File: config.mk
export PLATFORM = sky130hd
export DESIGN_NAME = mem_port_ctrl
export DESIGN_NICKNAME = d
export VERILOG_FILES = /design/src/rtl/y86_pkg.sv /design/src/rtl/mem_op_decode.sv /design/src/rtl/mem_port_ctrl.sv
export SDC_FILE = /design/constraint.sdc
export NUM_CORES = 1
export LEC_CHECK = 0
export ABC_AREA = 1
export ABC_CLOCK_PERIOD_IN_PS = 4100
export BUFFER_PORTS_ARGS = -buffer_cell sky130_fd_sc_hd__buf_4
export CAP_MARGIN = 20
export CELL_PAD_IN_SITES_DETAIL_PLACEMENT = 2
export CELL_PAD_IN_SITES_GLOBAL_PLACEMENT = 2
export CORE_ASPECT_RATIO = 1.2
export CORE_MARGIN = 2
export CORE_UTILIZATION = 26
export CTS_CLUSTER_SIZE = 24
export DETAILED_ROUTE_END_ITERATION = 12
export PLACE_DENSITY = 0.88
export SLEW_MARGIN = 20
export SYNTH_ARGS = -nofsm -noshare
export SYNTH_HDL_FRONTEND = slang
export SYNTH_SLANG_ARGS = --single-unit
File: constraint.sdc
create_clock -name clk -period 4.1 [get_ports clk]
set_clock_uncertainty 0.1 [all_clocks]
set_input_delay 0.82 -clock clk [delete_from_list [all_inputs] [get_ports clk]]
set_output_delay 0.82 -clock clk [all_outputs]
set_load 0.005 [all_outputs]
File: src/rtl/y86_pkg.sv
// Shared y86-64 definitions for the memory-port sequencer: icodes, port FSM
// states, address width and the address range helper.
package y86_pkg;

    localparam int ADDR_W = 64;

    localparam logic [3:0] IRMMOVQ = 4'h4;
    localparam logic [3:0] IMRMOVQ = 4'h5;
    localparam logic [3:0] ICALL   = 4'h8;
    localparam logic [3:0] IRET    = 4'h9;
    localparam logic [3:0] IPUSHQ  = 4'hA;
    localparam logic [3:0] IPOPQ   = 4'hB;

    typedef enum logic [1:0] {
        S_IDLE,
        S_MACC,
        S_FB0,
        S_FB1
    } port_state_t;

    // One extra bit so that an access wrapping past 2^64 is out of range.
    function automatic logic in_range(input logic [ADDR_W-1:0] addr,
                                      input logic [ADDR_W:0]   len,
                                      input logic [ADDR_W:0]   limit);
        return ({1'b0, addr} + len) <= limit;
    endfunction

endpackage

File: src/rtl/mem_op_decode.sv
// Memory-stage icode decode: whether an access is needed, its direction and
// which operand (valE when addr_sel=1, valA otherwise) carries the address.
module mem_op_decode
    import y86_pkg::*;
(
    input  logic [3:0] icode,
    output logic       m_req,
    output logic       we,
    output logic       addr_sel
);

    always_comb begin
        m_req    = 1'b0;
        we       = 1'b0;
        addr_sel = 1'b0;
        case (icode)
            IRMMOVQ, ICALL, IPUSHQ: begin
                m_req    = 1'b1;
                we       = 1'b1;
                addr_sel = 1'b1;
            end
            IMRMOVQ: begin
                m_req    = 1'b1;
                addr_sel = 1'b1;
            end
            IRET, IPOPQ: begin
                m_req    = 1'b1;
            end
            default: ;
        endcase
    end

endmodule

File: src/rtl/mem_port_ctrl.sv
// Unified memory port sequencer: arbitrates the fetch stage (two-beat 10-byte
// read) and the memory stage (single 8-byte access) onto one handshake port.
module mem_port_ctrl
    import y86_pkg::*;
#(
    parameter int unsigned MEM_BYTES = 8192
) (
    input  logic        clk,
    input  logic        rst,
    input  logic        f_req,
    input  logic [63:0] f_pc,
    output logic        f_done,
    output logic [79:0] f_instr,
    output logic        f_err,
    output logic        f_stall,
    input  logic [3:0]  M_icode,
    input  logic [63:0] M_valA,
    input  logic [63:0] M_valE,
    output logic        m_done,
    output logic [63:0] m_valM,
    output logic        m_err,
    output logic        m_stall,
    output logic        mem_req,
    output logic        mem_we,
    output logic [63:0] mem_addr,
    output logic [63:0] mem_wdata,
    input  logic [63:0] mem_rdata,
    input  logic        mem_ack,
    input  logic        mem_err
);

    localparam logic [ADDR_W:0] LIMIT = 65'(MEM_BYTES);

    port_state_t state, state_nxt;
    logic        last_m, last_m_nxt;
    logic        mem_req_nxt, mem_we_nxt;
    logic [63:0] mem_addr_nxt, mem_wdata_nxt;
    logic        f_done_nxt, f_err_nxt, m_done_nxt, m_err_nxt;
    logic [79:0] f_instr_nxt;
    logic [63:0] m_valM_nxt;

    logic        m_req, dec_we, dec_addr_sel;
    logic [63:0] m_addr;
    logic        m_ok, f_ok;
    logic        m_go, f_go, grant_m, grant_f;

    mem_op_decode u_dec (
        .icode    (M_icode),
        .m_req    (m_req),
        .we       (dec_we),
        .addr_sel (dec_addr_sel)
    );

    assign m_addr = dec_addr_sel ? M_valE : M_valA;
    assign m_ok   = in_range(m_addr, 65'd8, LIMIT);
    assign f_ok   = in_range(f_pc, 65'd10, LIMIT);

    assign f_stall = f_req & ~f_done;
    assign m_stall = m_req & ~m_done;

    // A requester whose done is pulsing still holds its request for that
    // cycle; masking it here prevents the same access being granted twice.
    assign m_go    = m_stall;
    assign f_go    = f_stall;
    assign grant_m = m_go & (~f_go | ~last_m);
    assign grant_f = f_go & ~grant_m;

    always_comb begin
        state_nxt     = state;
        last_m_nxt    = last_m;
        mem_req_nxt   = mem_req;
        mem_we_nxt    = mem_we;
        mem_addr_nxt  = mem_addr;
        mem_wdata_nxt = mem_wdata;
        f_done_nxt    = 1'b0;
        f_instr_nxt   = f_instr;
        f_err_nxt     = f_err;
        m_done_nxt    = 1'b0;
        m_valM_nxt    = m_valM;
        m_err_nxt     = m_err;

        case (state)
            S_IDLE: begin
                if (grant_m) begin
                    if (m_ok) begin
                        state_nxt     = S_MACC;
                        mem_req_nxt   = 1'b1;
                        mem_we_nxt    = dec_we;
                        mem_addr_nxt  = m_addr;
                        mem_wdata_nxt = M_valA;
                    end else begin
                        m_done_nxt = 1'b1;
                        m_err_nxt  = 1'b1;
                        m_valM_nxt = '0;
                        last_m_nxt = 1'b1;
                    end
                end else if (grant_f) begin
                    if (f_ok) begin
                        state_nxt     = S_FB0;
                        mem_req_nxt   = 1'b1;
                        mem_we_nxt    = 1'b0;
                        mem_addr_nxt  = f_pc;
                        mem_wdata_nxt = '0;
                    end else begin
                        f_done_nxt  = 1'b1;
                        f_err_nxt   = 1'b1;
                        f_instr_nxt = '0;
                        last_m_nxt  = 1'b0;
                    end
                end
            end
            S_MACC: begin
                if (mem_ack) begin
                    state_nxt   = S_IDLE;
                    mem_req_nxt = 1'b0;
                    m_done_nxt  = 1'b1;
                    m_err_nxt   = mem_err;
                    m_valM_nxt  = mem_we ? 64'h0 : mem_rdata;
                    last_m_nxt  = 1'b1;
                end
            end
            S_FB0: begin
                if (mem_ack) begin
                    f_instr_nxt[63:0] = mem_rdata;
                    if (mem_err) begin
                        state_nxt          = S_IDLE;
                        mem_req_nxt        = 1'b0;
                        f_done_nxt         = 1'b1;
                        f_err_nxt          = 1'b1;
                        f_instr_nxt[79:64] = '0;
                        last_m_nxt         = 1'b0;
                    end else begin
                        // Second beat follows immediately; mem_req stays high.
                        state_nxt    = S_FB1;
                        mem_addr_nxt = mem_addr + 64'd8;
                    end
                end
            end
            S_FB1: begin
                if (mem_ack) begin
                    state_nxt          = S_IDLE;
                    mem_req_nxt        = 1'b0;
                    f_done_nxt         = 1'b1;
                    f_err_nxt          = mem_err;
                    f_instr_nxt[79:64] = mem_rdata[15:0];
                    last_m_nxt         = 1'b0;
                end
            end
            default: state_nxt = S_IDLE;
        endcase
    end

    always_ff @(posedge clk) begin
        if (rst) begin
            state     <= S_IDLE;
            last_m    <= 1'b0;
            mem_req   <= 1'b0;
            mem_we    <= 1'b0;
            mem_addr  <= '0;
            mem_wdata <= '0;
            f_done    <= 1'b0;
            f_instr   <= '0;
            f_err     <= 1'b0;
            m_done    <= 1'b0;
            m_valM    <= '0;
            m_err     <= 1'b0;
        end else begin
            state     <= state_nxt;
            last_m    <= last_m_nxt;
            mem_req   <= mem_req_nxt;
            mem_we    <= mem_we_nxt;
            mem_addr  <= mem_addr_nxt;
            mem_wdata <= mem_wdata_nxt;
            f_done    <= f_done_nxt;
            f_instr   <= f_instr_nxt;
            f_err     <= f_err_nxt;
            m_done    <= m_done_nxt;
            m_valM    <= m_valM_nxt;
            m_err     <= m_err_nxt;
        end
    end

endmodule

==> results.md <==
* Fillers at 9205
* F_max at 0.217 GHz
* Worst Path Max Fanout at 41
* Post-route DRC at 0
* Period Utilization, post-route at 112%
* Routability cong. at 0.969
* Dpl hpwl at 108000 µm
* Die Span X at 256 µm
* Crit path arrival time at 4940 ps
* Vias in the first global route at 31733
* CTS Buf Count at 34
* Clock Tree Buf Depth at 3
* Max VDD drop at 0.415 mV
* Slew Viols, Final at 0
* Clk pin slew, worst setup/hold paths at 70 ps
* Simple-Gate Fraction of Synth Area at 45.0%
* Die height at 306 µm
* Worst setup margin at -506 ps
* Syn nets at 3750
* Number of DRC markers in iteration 0 at 1935
* Vias per Instance at 5.46
* Setup crit start kind: input pin
* Hold Buf Count CTS at 0
* DP Cell Count at 5319
* Core area at 75100 µm²
* Slew headroom at 39.7%
* Largest net degree at the start of global routing at 150
* Avg Cell Area, Syn at 5.67 µm²
* Sequential element share of the synthesized area at 28.5%
* Worst hold slack at 370 ps
* Unique masters post-synth at 44
* Register Area at 5630 µm²
* Dpl ws at -708 ps
* Setup TNS at -46970 ps
* Final Critical Period at 4610 ps
* Hold Crit Class: flop to flop
* Port Buffer Count at 544
* Syn. warnings at 0
* Initial antenna violation count at 19
* Initial Utilization at 26.3%
* Remaining global-route overflow at 0
* Layout cell share with drive strength beyond 1 at 30.3%
* Total global-route track usage at 33.7%
* H-Tree Depth at 2
* I/O Pins at 545
* Post-Syn Instances at 3483
* First-pass GRT wire length at 202000 µm
* Footprint of the multi-input gates at 13000 µm²
* CTS tree: built
* Setup crit end kind: flop
* 1st-pass router iterations at 5
* Routed vias at 29589
* Final WL at 153000 µm
* Crit Path Category: input pin to flop
* Skew-Pair Late Insertion Delay at 580 ps
* RSZ-0062 raised after global routing: true
* Post-synthesis instance area at 19700 µm²
* Endpoints failing setup at 197
* # rows at 110
* CP Data Required Time at 4430 ps
* Adder-cell share of the synthesized area at 0.127%
* Post-synthesis compound-gate area fraction at 12.5%
* Post-Synth XOR/XNOR Area at 3.11%
* Final Hold Fails at 0
* Post-Layout Cell Count at 5421
* Post-synthesis register bit count at 281
* Die area at 78200 µm²
* Main combinational cell family by area after synthesis: simple AND/OR/NAND/NOR gates
* Pwr Density at 456 nW/µm²
* Status: complete, but fails checks
* Slew @ Worst Pin at 904 ps
* Power Total at 13.9 mW
* Clock tree sinks at 281
* LEAKAGE at 14.0 nW
* P&R area growth vs syn at 54.4%
* Routed wire length per instance at 28.3 µm
* CTS root buf: clkbuf_16
* Failing checks: setup timing
* Layout net count at 4639
* Post-route ant nets at 0
* Multiplexer share of the synthesized area at 0.0570%
* Max_cap viols at 0
[cell families after synthesis]
group,count (synthesis)
simple gates,2132
xor+xnor,70
fa+ha+maj,2
compound gates,478
flops,281
mux,1
buf+inv,519
[synthesized netlist by cell type, drive strengths merged]
master	number	area, µm²
nand2	1166	4400
nor2	502	1930
inv	351	1320
dfxtp	281	5630
nand3	253	1310
a21oi	247	1240
o21ai	194	971
nor3	89	455
clkbuf	84	318
buf	80	462
nand4	75	469
xor2	53	464
nand3b	31	233
xnor2	17	149
nor4	11	68.8
o22ai	11	68.8
a31oi	10	62.6
o211ai	5	37.5
clkinv	4	15.0
o31ai	3	22.5
or2	3	18.8
ha	2	25.0
o2111ai	2	17.5
o21a	2	15.0
a2111oi	1	8.76
a211oi	1	7.51
a22oi	1	7.51
and3	1	6.26
mux2	1	11.3
nor2b	1	6.26
o32ai	1	8.76
[placed cells by master (no fill, tap or decap), drive strengths merged, types with 3 or more instances in the layout]
cell	n
nand4	75
nor4	11
diode	18
xor2	53
a21oi	247
a31oi	10
o22ai	11
nand2	1167
dfxtp	281
nand3	253
buf	1008
clkinv	12
o21ai	194
o31ai	3
inv	350
nor3	89
or2	3
o211ai	5
clkbuf	57
nand3b	31
nor2	502
xnor2	17
[final timing paths]
check	startpoint	to	slack, ps	depth (start not counted)
hold reg to reg	f_instr[55]	f_instr[55]	370	2
setup reg to reg	mem_addr[5]	mem_addr[54]	660	15
setup / recovery	M_icode[3]	mem_wdata[10]	-510	24
hold / removal	f_instr[55]	f_instr[55]	370	2
[power breakdown]
group	switching, mW	internal (mW)	total, mW	leakage (nW)
clock network	1.48	1.75	3.23	0.545
logic	4.24	2.43	6.68	11.2
registers	0.631	3.35	3.98	2.30
[per-layer routing]
metal | track usage [%] | wire length [µm] | share of wire, % | vias up
met2 | 61.7 | 75500 | 49 | 1401
met1 | 35.6 | 53900 | 35 | 14693
met5 | 0 | 12 | 0.0078 | -
met3 | 6.85 | 11100 | 7.3 | 613
met4 | 19.8 | 12700 | 8.3 | 2
li1 | - | - | - | 12880
[sequential cells by signal (all words and copies together) (netlist names)]
name       flops
f_instr       80
m_valM        64
mem_addr      64
mem_wdata     64
state          2
f_done         1
f_err          1
last_m         1
m_done         1
m_err          1
mem_req        1
mem_we         1
[worst max-delay path: stages]
cell and delay, ps:
buf_4 130, inv_2 80, nand3_4 210, buf_8 230
buf_6 140, nand3b_1 110, nand2_2 120, nor2_2 170
nand2_1 150, buf_4 180, nor2_1 190, nand2_1 210
xor2_1 210, inv_1 70, nor2_1 360, nand3_2 120
nor2_2 160, nand3_4 140, nand2_4 130, nand3_4 130
buf_16 240, nand2_1 100, o21ai_1 80, nor2_1 370
[final cells by class]
type	count	share of cell area, %
diodes	18	0.148
clock buffers	49	3.21
clock inverters	10	0.468
inverters	355	4.39
multi-input cells	2684	42.6
flip-flops and latches	281	18.5
well taps	1008	4.14
repair buffers	1016	26.6
[per-stage QoR]
| stage | util [%] | cell area [µm²] |
|---|---|---|
| 2_1_floorplan | - | 19700 |
| 3_3_place_gp | 37.2 | 28000 |
| 3_5_place_dp | 37.2 | 28000 |
| 4_1_cts | 38.7 | 29100 |
| 5_1_grt | 40.6 | 30500 |
| 6_report | 40.6 | 30500 |
[what timing repair did]
action	4_1_cts	5_1_grt
resized for setup	12	283
endpoints found under the hold margin	0	0
endpoints found under the setup margin	188	259
buffers inserted	0	16
cloned	0	9
pin swaps	0	39
(Power assumes the default switching activity.)
